<file path="src/rtl/mips_pkg.sv">
// Shared MIPS core constants.
// Imported by the register file, hazard and forwarding units.
package mips_pkg;

  localparam int DATA_W = 32;
  localparam int ADDR_W = 5;

  localparam logic [ADDR_W-1:0] REG_ZERO = '0;

endpackage

</file>
<file path="src/rtl/regfile_rd_port.sv">
// One register-file read port.
// Handles zero/bypass/select muxing, the optional output register and busy.
module regfile_rd_port
  import mips_pkg::*;
#(
  parameter int DATA_W    = mips_pkg::DATA_W,
  parameter int ADDR_W    = mips_pkg::ADDR_W,
  parameter int SYNC_READ = 1,
  parameter int BYPASS    = 1,
  parameter int ZERO_REG  = 1
) (
  input  logic                   clk,
  input  logic                   reset,
  input  logic                   rd_en,
  input  logic [ADDR_W-1:0]      rd_addr,
  input  logic                   wr_en,
  input  logic [ADDR_W-1:0]      wr_addr,
  input  logic [DATA_W-1:0]      wr_data,
  input  logic [DATA_W-1:0]      regs [2**ADDR_W],
  input  logic [2**ADDR_W-1:0]   busy,
  output logic [DATA_W-1:0]      rd_data,
  output logic                   rd_busy
);

  logic              is_zero;
  logic              hit;
  logic [DATA_W-1:0] val;

  assign is_zero = (ZERO_REG != 0) &&
                   (rd_addr == ADDR_W'(REG_ZERO));

  // Zero wins over bypass, keeping the two select terms exclusive.
  assign hit = (BYPASS != 0) && wr_en &&
               (wr_addr == rd_addr) && !is_zero;

  always_comb begin
    val = regs[rd_addr];
    unique case (1'b1)
      is_zero: val = '0;
      hit:     val = wr_data;
      default: val = regs[rd_addr];
    endcase
  end

  assign rd_busy = busy[rd_addr] & ~hit;

  generate
    if (SYNC_READ != 0) begin : g_sync
      always_ff @(posedge clk) begin
        if (reset) begin
          rd_data <= '0;
        end else if (rd_en) begin
          rd_data <= val;
        end
      end
    end else begin : g_comb
      assign rd_data = val;
    end
  endgenerate

endmodule

</file>
<file path="src/rtl/mips_regfile_sb.sv">
// Decode-stage register file with per-register scoreboard.
// Storage, busy bits and debug flattening live here; ports are submodules.
module mips_regfile_sb
  import mips_pkg::*;
#(
  parameter int DATA_W    = mips_pkg::DATA_W,
  parameter int ADDR_W    = mips_pkg::ADDR_W,
  parameter int NUM_RD    = 2,
  parameter int SYNC_READ = 1,
  parameter int BYPASS    = 1,
  parameter int ZERO_REG  = 1
) (
  input  logic                       clk,
  input  logic                       reset,
  input  logic [NUM_RD-1:0]          rd_en,
  input  logic [NUM_RD*ADDR_W-1:0]   rd_addr,
  output logic [NUM_RD*DATA_W-1:0]   rd_data,
  output logic [NUM_RD-1:0]          rd_busy,
  input  logic                       wr_en,
  input  logic [ADDR_W-1:0]          wr_addr,
  input  logic [DATA_W-1:0]          wr_data,
  input  logic                       iss_en,
  input  logic [ADDR_W-1:0]          iss_addr,
  output logic [2**ADDR_W-1:0]       busy_vec,
  output logic [(2**ADDR_W)*DATA_W-1:0] dbg_regs
);

  localparam int DEPTH = 2**ADDR_W;

  logic [DATA_W-1:0] regs [DEPTH];
  logic [DEPTH-1:0]  busy;
  logic              wr_ok;
  logic              iss_ok;

  assign wr_ok  = wr_en &
                  ~((ZERO_REG != 0) && (wr_addr == ADDR_W'(REG_ZERO)));
  assign iss_ok = iss_en &
                  ~((ZERO_REG != 0) && (iss_addr == ADDR_W'(REG_ZERO)));

  // Issue is applied after writeback so a fresh writer stays pending.
  always_ff @(posedge clk) begin
    if (reset) begin
      for (int i = 0; i < DEPTH; i++) regs[i] <= '0;
      busy <= '0;
    end else begin
      if (wr_ok) begin
        regs[wr_addr] <= wr_data;
        busy[wr_addr] <= 1'b0;
      end
      if (iss_ok) busy[iss_addr] <= 1'b1;
    end
  end

  assign busy_vec = busy;

  always_comb begin
    dbg_regs = '0;
    for (int i = 0; i < DEPTH; i++)
      dbg_regs[(DEPTH-1-i)*DATA_W +: DATA_W] = regs[i];
  end

  generate
    for (genvar p = 0; p < NUM_RD; p++) begin : g_rd
      regfile_rd_port #(
        .DATA_W    (DATA_W),
        .ADDR_W    (ADDR_W),
        .SYNC_READ (SYNC_READ),
        .BYPASS    (BYPASS),
        .ZERO_REG  (ZERO_REG)
      ) u_port (
        .clk     (clk),
        .reset   (reset),
        .rd_en   (rd_en[p]),
        .rd_addr (rd_addr[p*ADDR_W +: ADDR_W]),
        .wr_en   (wr_en),
        .wr_addr (wr_addr),
        .wr_data (wr_data),
        .regs    (regs),
        .busy    (busy),
        .rd_data (rd_data[p*DATA_W +: DATA_W]),
        .rd_busy (rd_busy[p])
      );
    end
  endgenerate

endmodule

</file>
<file path="config.mk">
export PLATFORM = sky130hd
export DESIGN_NAME = mips_regfile_sb
export DESIGN_NICKNAME = d
export VERILOG_FILES = /design/src/rtl/mips_pkg.sv /design/src/rtl/regfile_rd_port.sv /design/src/rtl/mips_regfile_sb.sv
export SDC_FILE = /design/constraint.sdc
export NUM_CORES = 2
export LEC_CHECK = 0
export ABC_AREA = 0
export CAP_MARGIN = 40
export CORE_AREA = 3 3 462 464
export DETAILED_ROUTE_END_ITERATION = 10
export DIE_AREA = 0 0 465 467
export PLACE_DENSITY_LB_ADDON = 0.25
export RECOVER_POWER = 25
export SLEW_MARGIN = 20
export SYNTH_ARGS = -nofsm -noshare
export SYNTH_HDL_FRONTEND = slang
export SYNTH_SLANG_ARGS = --single-unit
</file>
<file path="constraint.sdc">
create_clock -name clk -period 4.4 [get_ports clk]
set_input_delay 0.66 -clock clk [delete_from_list [all_inputs] [get_ports clk]]
set_output_delay 0.66 -clock clk [all_outputs]
set_load 0.1 [all_outputs]
</file>
# Word level (Yosys, flattened, before mapping)
# Cells that the tools add are included.
[totals]
reg_bits = 1120
input_bits = 58
output_inout_bits = 1122
[classes]
magnitude_cmp = 10
eq_ne = 2
muxes = 22
bitwise_logic = 14
n_reduce_logical = 13
[ops]
columns = ["op", "n"]
rows = [
  ["1024-bit bitwise mux", 1],
  ["32-bit binary-select mux with 5-bit select", 2],
  ["32-bit two-way mux", 8],
  ["32-bit demux with 5-bit select", 1],
  ["32-bit case mux with 2 select lines", 2],
  ["32-bit AND", 1],
  ["32-bit NOT", 1],
  ["32-bit bitwise OR", 1],
  ["5-bit by 6-bit less-than comparator with 1-bit output (second input constant)", 4],
  ["5-bit zero test", 4],
  ["6-bit >= comparator (second input constant)", 3],
  ["5-bit NOT with 6-bit output", 3],
  ["1-bit binary-select mux with 5-bit select", 2],
  ["1-bit demux with 5-bit select", 2],
  ["5-bit equality test", 2],
  ["5-bit by 1-bit >= comparator with 1-bit output (second input constant)", 2],
  ["1-bit logical AND", 7],
  ["6-bit by 1-bit less-than comparator with 1-bit output (second input constant)", 1],
  ["1-bit AND", 4],
  ["1-bit two-way mux", 4],
  ["1-bit NOT", 4],
  ["1-bit zero test", 2],
]

# Longest topological paths before layout
[depth]
ltp_word = 10
depth_mapped = 10
mapped_depth_nobuf = 5

# Modules after synthesis
# A second synthesis with hierarchy kept.
[unflattened]
hier_cells = 5240
hier_area_um2 = 57147.3
[modules_own_cells]
columns = ["mod", "instances", "cells_per_inst", "area_each_um2", "seq_area_each_um2"]
rows = [
  ["mips_regfile_sb", 1, 3732, 38029.0, 21140.3],
  ["regfile_rd_port", 2, 754, 9559.2, 640.6],
]

# Least setup slack after synthesis
# Ideal clock, no wire load.
[synth_timing]
kind = "input port to output port"
from = "input port rd_addr[6]"
to = "output port rd_busy[1]"
arrival_ps = 2435
required_ps = 3740
setup_slack_ps = 1305
cell_stages = 9
n_path_buf = 5
cell_sequence = "buf_4 buf_6 buf_6 buf_2 mux4_2 mux4_2 mux2i_1 nor2_1 buf_4"
[synth_between]
elab_chain_len = 5
word_cells_on_any_way = 9
[synth_rtl]
columns = ["item", "line", "rtl"]
rows = [
  ["start: declaration", "mips_regfile_sb.sv:16", "input logic [NUM_RD*ADDR_W-1:0] rd_addr,"],
  ["parallel branches: the longest is 4 deep, another holds 1-bit binary-select mux with 5-bit select", "-", ""],
  ["1-bit AND (*)", "regfile_rd_port.sv:45", "assign rd_busy = busy[rd_addr] & ~hit;"],
  ["end: declaration", "mips_regfile_sb.sv:18", "output logic [NUM_RD-1:0] rd_busy,"],
]
# Every way passes the cells marked *. The select of a mux whose other input is x is not followed.

# Worst setup path in the final report
[layout_timing]
from = "input port reset"
to = "register regs, in the netlist dbg_regs[865]"
[layout_rtl]
columns = ["item", "line", "rtl"]
rows = [
  ["start: declaration", "mips_regfile_sb.sv:14", "input logic reset,"],
  ["end signal: indexed assignment", "mips_regfile_sb.sv:47", "regs[wr_addr] <= wr_data;"],
  ["end: declaration", "mips_regfile_sb.sv:30", "logic [DATA_W-1:0] regs [DEPTH];"],
]
# No word-level cell between the ends.

==> results_dict.tcl <==
set metrics [dict create \
    ant_nets 0 \
    dr.pass1.iters 8 \
    cts.root.buffer_cell "clkbuf_16" \
    final_area_mm2 0.0961 \
    finalNetCount 8177 \
    synth_edf_count 0 \
    hold_depth 3 \
    synthArstFlopShare_pct 0 \
    critPathArrivalTime_ns 4.42 \
    dp_hpwl_um 279000 \
    min_path_type "in -> reg" \
    ys.flop_type "dfxtp_1" \
    avgSynthCellArea_um2 8.90 \
    worst_r2r_path_depth 5 \
    final_cell_mix "nand2_1, dfxtp_1, clkdlybuf4s50_1" \
    track_usage_pct 33.5 \
    synth_top_area_share_pct 40.4 \
    ir_drop_mv 0.410 \
    grt_max_degree 128 \
    first_global_vias 60100 \
    ctsResizeCount 0 \
    max_slew.worst_pin.slew_ns 3.23 \
    reg2reg_slack_ns 1.85 \
    cts_tree "yes" \
    cp-end-kind "flip-flop" \
    io_buffers 1179 \
    leakage_nw 33.2 \
    fin_skew_ns 0.0378 \
    syn_to_final_growth_pct 73.3 \
    hold_violations 0 \
    worstHoldStart "wr_data[22]" \
    reg2reg_to "g_rd[0].u_port.rd_data[23]" \
    rows 168 \
    p_per_area_mw_per_mm2 278 \
    die-area_mm2 0.217 \
    post_drt_wl_per_cell_um 34.1 \
    pin_count 1180 \
    final_common_cell "nand2_1" \
    routed-via-count 62800 \
    ctsHoldBuffers 0 \
    yosysSeqAreaShare_pct 40.4 \
    numCtsBuffers 142 \
    placed_area_mm2 0.0917 \
    grt_pass1_wl_um 515000 \
    final_layout_size_suffix_gt1_share_pct 25.8 \
    dieHeight_um 467 \
    finalSetupViolCount 0 \
    ys_seq_elements 1120 \
    worstReg2RegStart "dbg_regs[951]" \
    drt_iter0_drc 8952 \
    die_w_um 465 \
    path_clk_slew_ns 0.06 \
    cap_violations 69 \
    max_freq_mhz 262 \
    drc 0 \
    yosysWarnings 0 \
    synth.top_cells.by_area "dfxtp_1, mux4_2, nand2_1, a21oi_1, clkbuf_1" \
    crit_fanout 91 \
    htreeDepth 4 \
    synth_fp_nets 6287 \
    fp.coreArea_mm2 0.210 \
    required_ns 5.00 \
    yosysTopAreaCell "dfxtp_1" \
    avgViaCountPerCell 5.69 \
    slew_viol_final 238 \
    violations "capacitance limit, slew limit" \
    initial_core_util_pct 26.4 \
    status "finished with violations" \
    synth.distinct_cells 50 \
    cp-start-kind "input pin" \
    routed_wl_um 377000 \
    post-cts-setup-buffers 0 \
    clock_sinks 1120 \
    antenna_found_initial 37 \
    netlist_instances 6229 \
    clock_latency_ns 0.81 \
    fin_crit_ns 3.82 \
    slew_headroom_pct -116 \
    grt-ovfl-total 0 \
    cts_max_path_buffers 3 \
    fin_tns_setup_ns 0 \
    hold_end "dbg_regs[822]" \
    path_class "in -> reg" \
    syn-cell-area_mm2 0.0554 \
    grt_setup_unrepaired "false" \
    fin_crit_sh_pct 86.8 \
    place.gp.congestion 0.951 \
]
==> cell usage after synthesis (all sizes together), types with 58 or more instances <==
cell    count
a21oi     994
mux4      500
or3        58
o22ai     158
buf       211
nor2b      90
dfxtp    1120
clkbuf    464
nor2      143
nand2    2058
a311oi     64
a22oi     104
==> routing by layer <==
metal	global-route usage [%]	up-vias	share of wire, %
li1	-	25800	-
met1	42.8	31200	38
met2	51.3	4932	44
met3	9.83	849	12
met4	16.8	18	6.3
met5	0	-	0.034
==> kinds of logic after synthesis <==
family	share of synthesized area [%]
compound gates	15.1
xor+xnor	0.142
buf+inv	5.51
flops	40.4
mux	21.6
simple gates	17.1
==> registers in the layout, summed over array words and instances, names as in the netlist <==
signal,count
dbg_regs,1024
g_rd.u_port.rd_data,64
busy_vec,32
==> final cells by class <==
| cell class | instances | area (µm²) |
|---|---|---|
| Fill cell | 18500 | 113000 |
| Inverter | 3 | 11.3 |
| Timing Repair Buffer | 2421 | 34900 |
| Antenna cell | 12 | 30.0 |
| Tap cell | 2805 | 3510 |
| Multi-Input combinational cell | 4431 | 30300 |
| Clock inverter | 62 | 806 |
| Sequential cell | 1120 | 22400 |
| Clock buffer | 194 | 4100 |
==> worst max path at each step <==
stage,start,endpoint
after floorplan,rd_addr[6],rd_busy[1]
after global placement,wr_addr[2],g_rd[0].u_port.rd_data[16]
after detailed placement,rd_addr[1],g_rd[0].u_port.rd_data[25]
after CTS,rd_addr[5],rd_busy[1]
after global routing,reset,busy_vec[10]
final,reset,dbg_regs[865]
==> power by group <==
group	total [mW]	internal, mW	switching, mW
sequential	10.4	10.3	0.141
clock	12.5	7.39	5.14
combinational	3.74	1.16	2.58
==> worst max-delay path: stages <==
cell and delay, ns:
clkbuf_2 2.23, clkbuf_1 1.40, a21oi_1 0.10
==> stage by stage <==
step | instances | hold slack (ns) | setup WS [ns] | total power [mW] | utilization (%)
CTS | 11000 | 0.190 | 0.923 | 26.7 | 46.1
global route | 11000 | 0.227 | 0.463 | 27.2 | 45.8
global placement | 9762 | 0.466 | 0.414 | 13.8 | 33.3
detailed placement | 10800 | 0.476 | 0.645 | 14.3 | 43.7
floorplan | 6229 | 0.830 | 1.31 | 12.6 | -
finish | 11000 | 0.269 | 0.580 | 26.7 | 45.8
No activity file was read; power rests on OpenSTA's default activity.
